`config.mk`:
```
export PLATFORM = sky130hd
export DESIGN_NAME = stream_rr_arbiter
export DESIGN_NICKNAME = d
export VERILOG_FILES = /design/src/rtl/stream_rr_arbiter.sv
export SDC_FILE = /design/constraint.sdc
export NUM_CORES = 1
export LEC_CHECK = 0
export ABC_AREA = 1
export BUFFER_PORTS_ARGS = -buffer_cell sky130_fd_sc_hd__buf_2
export CAP_MARGIN = 20
export CELL_PAD_IN_SITES_DETAIL_PLACEMENT = 1
export CELL_PAD_IN_SITES_GLOBAL_PLACEMENT = 1
export CORE_UTILIZATION = 31
export DETAILED_ROUTE_END_ITERATION = 8
export PLACE_DENSITY = 0.95
export SYNTH_ARGS = -nofsm -noshare
export SYNTH_HDL_FRONTEND = slang
export SYNTH_SLANG_ARGS = --single-unit
```
`constraint.sdc`:
```
create_clock -name clk -period 4.97 [get_ports clk]
set_input_delay 0.7455 -clock clk [delete_from_list [all_inputs] [get_ports clk]]
set_output_delay 0.7455 -clock clk [all_outputs]
set_load 0.01 [all_outputs]
```
`src/rtl/stream_rr_arbiter.sv`:
```
// Round-robin arbiter sharing one valid/ready stream among NumReq requesters.
// Packets lock the grant until their last beat; the granted beat is held in one output register.
module stream_rr_arbiter #(
    parameter int unsigned NumReq    = 4,
    parameter int unsigned WordWidth = 64,
    parameter int unsigned IdWidth   = $clog2(NumReq)
) (
    input  logic                          clk,
    input  logic                          rstn,
    input  logic [NumReq-1:0]             req_vld_i,
    input  logic [NumReq*WordWidth-1:0]   req_payload_i,
    input  logic [NumReq-1:0]             req_last_i,
    output logic [NumReq-1:0]             req_rdy_o,
    output logic                          out_vld_o,
    output logic [WordWidth-1:0]          out_payload_o,
    output logic [IdWidth-1:0]            out_id_o,
    output logic                          out_last_o,
    input  logic                          out_rdy_i,
    input  logic                          flush_i
);

    typedef enum logic {
        ST_OPEN   = 1'b0,
        ST_LOCKED = 1'b1
    } lock_state_e;

    localparam logic [IdWidth-1:0] LastIdx = IdWidth'(NumReq - 1);

    lock_state_e            r_state,     w_state_nxt;
    logic [IdWidth-1:0]     r_ptr,       w_ptr_nxt;
    logic [IdWidth-1:0]     r_lock_id,   w_lock_id_nxt;
    logic                   r_vld,       w_vld_nxt;
    logic [WordWidth-1:0]   r_payload,   w_payload_nxt;
    logic [IdWidth-1:0]     r_id,        w_id_nxt;
    logic                   r_last,      w_last_nxt;

    logic                   w_load;
    logic                   w_found;
    logic                   w_accept;
    logic [IdWidth-1:0]     w_gnt;
    logic [NumReq-1:0]      w_cand;
    logic [NumReq-1:0]      w_rdy;
    int unsigned            w_scan;
    logic [WordWidth-1:0]   w_pay_arr [NumReq];

    for (genvar gi = 0; gi < NumReq; gi++) begin : g_unpack
        assign w_pay_arr[gi] = req_payload_i[gi*WordWidth +: WordWidth];
    end

    // Register may take a new beat when empty or draining this cycle
    assign w_load = ~flush_i & (~r_vld | out_rdy_i);

    // While a packet is open only its owner competes
    always_comb begin
        w_cand = req_vld_i;
        if (r_state == ST_LOCKED) begin
            w_cand            = '0;
            w_cand[r_lock_id] = 1'b1;
        end
    end

    // First candidate at or after the pointer, wrapping modulo NumReq
    always_comb begin
        w_found = 1'b0;
        w_gnt   = '0;
        w_scan  = 0;
        for (int unsigned k = 0; k < NumReq; k++) begin
            w_scan = 32'(r_ptr) + k;
            if (w_scan >= NumReq) begin
                w_scan = w_scan - NumReq;
            end
            if (!w_found && w_cand[w_scan[IdWidth-1:0]]) begin
                w_found = 1'b1;
                w_gnt   = w_scan[IdWidth-1:0];
            end
        end
    end

    always_comb begin
        w_rdy = '0;
        if (w_found && w_load) begin
            w_rdy[w_gnt] = req_vld_i[w_gnt];
        end
    end

    assign w_accept  = w_found & w_load & req_vld_i[w_gnt];
    assign req_rdy_o = w_rdy;

    // Next-state: flush beats accept, accept beats drain
    always_comb begin
        w_state_nxt   = r_state;
        w_ptr_nxt     = r_ptr;
        w_lock_id_nxt = r_lock_id;
        w_vld_nxt     = r_vld;
        w_payload_nxt = r_payload;
        w_id_nxt      = r_id;
        w_last_nxt    = r_last;
        if (flush_i) begin
            w_vld_nxt   = 1'b0;
            w_state_nxt = ST_OPEN;
            w_ptr_nxt   = '0;
        end else if (w_accept) begin
            w_vld_nxt     = 1'b1;
            w_payload_nxt = w_pay_arr[w_gnt];
            w_id_nxt      = w_gnt;
            w_last_nxt    = req_last_i[w_gnt];
            if (req_last_i[w_gnt]) begin
                w_state_nxt = ST_OPEN;
                w_ptr_nxt   = (w_gnt == LastIdx) ? '0 : w_gnt + IdWidth'(1);
            end else begin
                w_state_nxt   = ST_LOCKED;
                w_lock_id_nxt = w_gnt;
            end
        end else if (out_rdy_i && r_vld) begin
            w_vld_nxt = 1'b0;
        end
    end

    always_ff @(posedge clk or negedge rstn) begin
        if (!rstn) begin
            r_state   <= ST_OPEN;
            r_ptr     <= '0;
            r_lock_id <= '0;
            r_vld     <= 1'b0;
            r_payload <= '0;
            r_id      <= '0;
            r_last    <= 1'b0;
        end else begin
            r_state   <= w_state_nxt;
            r_ptr     <= w_ptr_nxt;
            r_lock_id <= w_lock_id_nxt;
            r_vld     <= w_vld_nxt;
            r_payload <= w_payload_nxt;
            r_id      <= w_id_nxt;
            r_last    <= w_last_nxt;
        end
    end

    assign out_vld_o     = r_vld;
    assign out_payload_o = r_payload;
    assign out_id_o      = r_id;
    assign out_last_o    = r_last;

endmodule

```
==> results.toml, run 1 <==
[outcome]
status = "complete, no violations"

[route]
drtPass1Iterations = 4
ant_nets = 0
wirelength_mm = 21.52
dr_total_vias = 6709
via_per_inst = 5.014
dr.first_iter.drc_count = 241
routedWlPerCell_um = 16.09
drc = 0

[sta]
slew_headroom_pct = 27.58
finClkSkew_ns = 0.008146
min_period_ns = 3.931
maxSlewViolCount = 0
worst_pin_slew_ns = 1.086
post-route-period-util_pct = 79.10
rsz0062_at_grt = "no"
hold_viol_final = 0
setup-violations-final = 0
setup_tns_ns = 0
fmax_mhz = 254.4

[global_routing]
grt_pass1_vias = 7017
antenna_found_initial = 2
grt_first_pass_wirelength_mm = 34.00
overflow = 0
grt_use_total_pct = 24.05
grt_max_degree = 121

[worst_setup_path]
crit_type = "flip-flop to output port"
crit_path_end_kind = "output port"
crit_path_max_fanout = 33
critPathArrivalTime_ns = 3.19
start_kind = "flip-flop"
r2r_start = "r_ptr[0]"
rr_worst_depth = 17
timing.reg2reg.setup_slack_ns = 1.06
worstPathRequired_ns = 4.22
r2r-end = "out_payload_o[21]"

[clock_tree]
cts_buffers = 9
cts_hold_buf = 0
h-tree-depth = 3
cts_tree = "built"
cts_buffer_depth = 2
post_cts_buffers = 0
clk_pin_slew_ns = 0.06
insertion_delay_ns = 0.34
cts_resized = 0
cts_sinks = 73
root_buffer = "clkbuf_16"

[cells_and_area]
register_area_sq_mm = 0.001827
instances_no_fill = 1338
final_common_cell = "buf_2"
syn_to_final_growth_pct = 37.78
nets = 1384
fill_cells = 2299
most-common-layout-cells = "338 x buf_2, 232 x nand2_1, 139 x o21ai_0, 84 x nor2_1, 73 x dfrtp_1"
multi_input_area_sq_mm = 0.003070
post_route_cells_drive_above_1_share_pct = 38.14
final_area_sq_mm = 0.007401

[place]
dp_cells = 1321
gp_congestion = 0.9126
placed_area_sq_mm = 0.007077
io_buffers = 339
dp_hpwl_mm = 16.37

[power_and_ir_drop]
leakage_nw = 4.029
vdd_drop_max_mv = 0.3156
powerDensity_mw_per_mm2 = 681.7

[die]
rows = 47
core_sq_mm = 0.01676
start_util_pct = 32.05
pin_count = 340
die_y_um = 133.6
die_w_um = 133.6
die_area_sq_mm = 0.01786

[synthesis]
ys_ff_latch = 73
syn-num-nets = 1084
ys_types = 29
netlist_area_sq_mm = 0.005371
syn_area_per_cell_sq_um = 6.615
yosys_warnings = 0
seq_area_frac_synth_pct = 34.01
syn_inst = 812

[hold_path]
min_to = "out_payload_o[43]"
hp-class = "flip-flop to flip-flop"
holdCritStartpoint = "out_payload_o[43]"
whs_path_depth = 2

[job]
maxCapViolCount = 0
[logic make-up after synthesis]
family | Yosys count | synth area share, %
AO/OA/AOI/OAI | 210 | 20.75
XOR/XNOR | 1 | 0.3029
adder cells (fa/ha/maj) | 4 | 0.9318
buffers and inverters | 96 | 8.875
flip-flops | 73 | 34.01
AND/OR/NAND/NOR | 428 | 35.13
[cells in the mapped netlist]
library cell,number,area (sq um)
or2_2,45,281.5
buf_4,9,67.56
xnor2_2,1,16.27
or2_0,12,75.07
a21oi_2,1,8.760
buf_1,2,7.510
inv_1,33,123.9
nand3b_1,1,7.510
o21ai_0,139,695.7
nand3_2,2,20.02
nor2_1,84,315.3
nor2_4,2,22.52
ha_1,4,50.05
or2_1,7,43.79
buf_6,6,67.56
inv_4,1,6.260
o21ai_1,32,160.2
dfrtp_1,73,1827
nand3_1,31,155.2
clkbuf_2,5,25.02
inv_2,4,15.01
nand2_2,5,31.28
nand2_1,233,874.6
buf_2,23,115.1
clkbuf_1,13,48.80
nand4_1,4,25.02
o211ai_1,24,180.2
a21oi_1,14,70.07
nand3_4,2,35.03
[critical path, cell delays in order (launching register included)]
cell     delay (ns)
dfrtp_1        0.52
xnor2_2        0.31
inv_2          0.08
nand3_1        0.11
nand2_1        0.10
nor2_4         0.15
nand2_1        0.08
nand3_1        0.08
nand2_1        0.07
nand2_2        0.06
buf_4          0.33
inv_2          0.31
nand3_2        0.21
nand2_2        0.11
nor2_1         0.13
buf_2          0.15
[worst max path at each step]
stage	from	endpoint	slack, ns	depth (start not counted)
CTS	r_ptr[0]	out_payload_o[40]	1.01	17
detailed placement	req_vld_i[1]	out_payload_o[40]	0.84	18
global route	r_ptr[0]	out_payload_o[40]	0.66	17
global placement	req_vld_i[1]	out_payload_o[37]	1.04	18
finish	r_ptr[0]	req_rdy_o[3]	1.04	15
floorplan	req_vld_i[3]	req_rdy_o[0]	1.95	14
[registers in the layout, summed over array words and instances, names as in the netlist]
| name | cells |
|---|---|
| out_payload_o | 64 |
| r_state | 1 |
| out_last_o | 1 |
| r_lock_id | 2 |
| out_vld_o | 1 |
| r_ptr | 2 |
| out_id_o | 2 |
[cell type report]
class,instances,share of cell area (%)
antenna,1,0.03381
clock buffer,11,3.280
clock inverter,5,1.065
inverter,38,1.961
multi-input combinational,643,41.49
sequential,73,24.68
tap,220,3.719
timing repair buffer,347,23.77
[power by group]
group          internal, mW  switching (mW)
combinational          1.11            2.19
sequential            0.877           0.167
clock                 0.453           0.256
total                  2.44            2.61
[layer usage]
metal | GRT usage (%) | share of wire [%] | vias to the layer above | wire length [um]
met5 | 0.5556 | 0.046 | - | 10
met4 | 11.30 | 3.3 | 2 | 711
met3 | 5.289 | 6.8 | 61 | 1463
met2 | 43.00 | 51 | 269 | 11020
met1 | 27.00 | 39 | 3136 | 8316
li1 | - | - | 3241 | -
[metrics by stage]
| step | hold WS (ns) | setup WS (ns) | power (mW) | util (%) |
|---|---|---|---|---|
| floorplan | 0.4499 | 1.947 | 3.410 | - |
| global placement | 0.4580 | 1.036 | 4.226 | 42.22 |
| detailed placement | 0.4599 | 0.8422 | 4.365 | 42.22 |
| CTS | 0.4761 | 1.014 | 5.115 | 44.14 |
| global route | 0.5044 | 0.6607 | 5.540 | 44.14 |
| finish | 0.4723 | 1.039 | 5.045 | 44.16 |
(Power assumes the default switching activity.)
==> run 2: changes to the inputs <==
--- a/config.mk
+++ b/config.mk
@@ -5,14 +5,14 @@
 export SDC_FILE = /design/constraint.sdc
 export NUM_CORES = 1
 export LEC_CHECK = 0
-export ABC_AREA = 1
+export ABC_AREA = 0
 export BUFFER_PORTS_ARGS = -buffer_cell sky130_fd_sc_hd__buf_2
 export CAP_MARGIN = 20
 export CELL_PAD_IN_SITES_DETAIL_PLACEMENT = 1
 export CELL_PAD_IN_SITES_GLOBAL_PLACEMENT = 1
-export CORE_UTILIZATION = 31
+export CORE_UTILIZATION = 26
 export DETAILED_ROUTE_END_ITERATION = 8
-export PLACE_DENSITY = 0.95
+export PLACE_DENSITY = 0.86
 export SYNTH_ARGS = -nofsm -noshare
 export SYNTH_HDL_FRONTEND = slang
 export SYNTH_SLANG_ARGS = --single-unit
==> constraint.sdc (replaced) <==
create_clock -name clk -period 3.6 [get_ports clk]
set_input_delay 0.54 -clock clk [delete_from_list [all_inputs] [get_ports clk]]
set_output_delay 0.54 -clock clk [all_outputs]
set_load 0.01 [all_outputs]
==> run 2 against run 1 <==
  * Via count fell by 9.4%
  * Clock power rose by 29%
  * Critical path type unchanged
  * Combinational power up 6.4%
==> results.toml, run 2 <==
[clock_tree]
cts_hold_buf = 0
h-tree-depth = 3
clk_pin_slew_ns = 0.06
cts_sinks = 73
cts_tree = "built"
cts_buffer_depth = 2
insertion_delay_ns = 0.33
cts_buffers = 9
root_buffer = "clkbuf_16"

[worst_setup_path]
crit_path_end_kind = "output port"
rr_worst_depth = 9
start_kind = "flip-flop"
timing.reg2reg.setup_slack_ns = 0.55
r2r-end = "out_payload_o[30]"
worstPathRequired_ns = 3.06
crit_path_max_fanout = 37
r2r_start = "r_ptr[0]"
crit_type = "flip-flop to output port"
critPathArrivalTime_ns = 2.81

[route]
routedWlPerCell_um = 16.86
via_per_inst = 4.958
wirelength_mm = 20.67
drc = 0
dr.first_iter.drc_count = 204
drtPass1Iterations = 4
ant_nets = 0
dr_total_vias = 6079

[job]
maxCapViolCount = 0

[die]
die_area_sq_mm = 0.02001
core_sq_mm = 0.01889
die_w_um = 141.5
start_util_pct = 26.76
rows = 50
die_y_um = 141.5
pin_count = 340

[outcome]
status = "complete, no violations"

[synthesis]
ys_ff_latch = 73
syn-num-nets = 928
seq_area_frac_synth_pct = 36.13
yosysTopAreaCell = "dfrtp_1"
ys.flop_type = "dfrtp_1"
syn_inst = 656
synthArstFlopShare_pct = 100.0
synthTopCellsByArea = "dfrtp_1 36%, nand2_1 19%, a311oi_1 11%"
yosys_warnings = 0
yosys-top-cells-count = "261 x nand2_1, 73 x dfrtp_1, 65 x a21o_1, 64 x a311oi_1, 64 x and3_1"
yosys.area.top_type_share_pct = 36.13
yosysMostFrequentCell = "nand2_1"
ys_types = 39
netlist_area_sq_mm = 0.005056
syn_area_per_cell_sq_um = 7.707
synth_edf_count = 0

[cells_and_area]
largest_reg_flops = 64
nets = 1233
syn_to_final_growth_pct = 44.82
post_route_cells_drive_above_1_share_pct = 39.69
most-common-layout-cells = "338 x buf_2, 261 x nand2_1, 71 x dfrtp_1, 65 x a21o_1"
final_common_cell = "buf_2"
post-route-util_pct = 38.76

[global_routing]
antenna_found_initial = 1
grt_max_degree = 75
grt_first_pass_wirelength_mm = 31.62
grt_pass1_vias = 6145
grt_use_total_pct = 20.14
overflow = 0

[place]
dp_hpwl_mm = 15.03
gp_congestion = 0.8160
io_buffers = 339

[power_and_ir_drop]
vdd_drop_max_mv = 0.3511
powerDensity_mw_per_mm2 = 805.0
leakage_nw = 4.264

[sta]
setup_tns_ns = 0
fmax_mhz = 298.7
maxSlewViolCount = 0
slew_headroom_pct = 57.82
setup-violations-final = 0
finClkSkew_ns = 0.008006
hold_viol_final = 0
min_period_ns = 3.348
worst_pin_slew_ns = 0.6327
whs_ns = 0.04514
rsz0062_at_grt = "no"
post-route-period-util_pct = 93.00

[hold_path]
hp-class = "input pin to asynchronous set/reset pin"
[run 2: power breakdown]
group / leakage [nW] / switching (mW) / internal (mW)
logic: 3.21 / 2.09 / 1.42
registers: 0.906 / 0.250 / 1.22
clock network: 0.148 / 0.347 / 0.569
total: 4.26 / 2.68 / 3.21
[run 2: worst max path at each step]
stage / end / slack [ns] / cells past startpoint / from
global placement: req_rdy_o[0] / 0.44 / 10 / r_ptr[0]
detailed placement: req_rdy_o[0] / 0.35 / 10 / r_ptr[0]
global route: req_rdy_o[1] / 0.05 / 9 / r_state
floorplan: req_rdy_o[3] / 0.69 / 11 / r_ptr[0]
finish: req_rdy_o[0] / 0.25 / 10 / r_ptr[0]
CTS: req_rdy_o[1] / 0.13 / 9 / r_state
[run 2: per-layer routing]
layer	share of wire [%]	up-vias	wire [um]	GRT usage [%]
li1	-	2901	-	-
met1	40	2942	8240	22.84
met2	51	208	10570	36.19
met3	6.6	28	1354	4.961
met4	2.4	0	505	8.036
met5	0	-	0	0
[run 2: cells by family after synthesis]
kind of cell	share of synthesized area (%)
compound gates	23.36
fa+ha+maj	0.9899
xor+xnor	0.3465
flops	36.13
buf+inv	5.815
mux	3.341
simple gates	30.02
[run 2: critical path, cell delays in order, from the launching register on]
cell and delay, ns:
dfrtp_2 0.48, mux2i_1 0.21, a2bb2oi_1 0.25, nand2_1 0.14, a41oi_4 0.43, clkbuf_16 0.32
inv_4 0.17, ha_1 0.24, inv_1 0.05, nor2_1 0.03, buf_2 0.14
[run 2: area by class of cell]
class / instances / area (sq um)
sequential: 73 / 1829
inverter: 7 / 28.78
fill: 2457 / 11570
antenna: 1 / 2.502
clock inverter: 3 / 40.04
tap: 260 / 325.3
clock buffer: 12 / 256.5
multi-input combinational: 516 / 2974
timing repair buffer: 354 / 1866
[run 2: repair_timing]
item | in CTS | in global routing
gates resized for setup | 1 | 2
setup buffers | 0 | 2
gates cloned | 0 | 1
setup endpoints to repair | 2 | 2
[run 2: per-stage QoR]
| step | power, mW | instance area [sq um] | instances | worst slack (ns) |
|---|---|---|---|---|
| 6_report | 5.894 | 7322 | 1226 | 0.2520 |
| 2_1_floorplan | 3.748 | 5056 | 656 | 0.6921 |
| 3_3_place_gp | 4.868 | 6962 | 1206 | 0.4376 |
| 5_1_grt | 6.388 | 7322 | 1226 | 0.05309 |
| 4_1_cts | 5.927 | 7259 | 1221 | 0.1334 |
| 3_5_place_dp | 4.969 | 6962 | 1206 | 0.3535 |
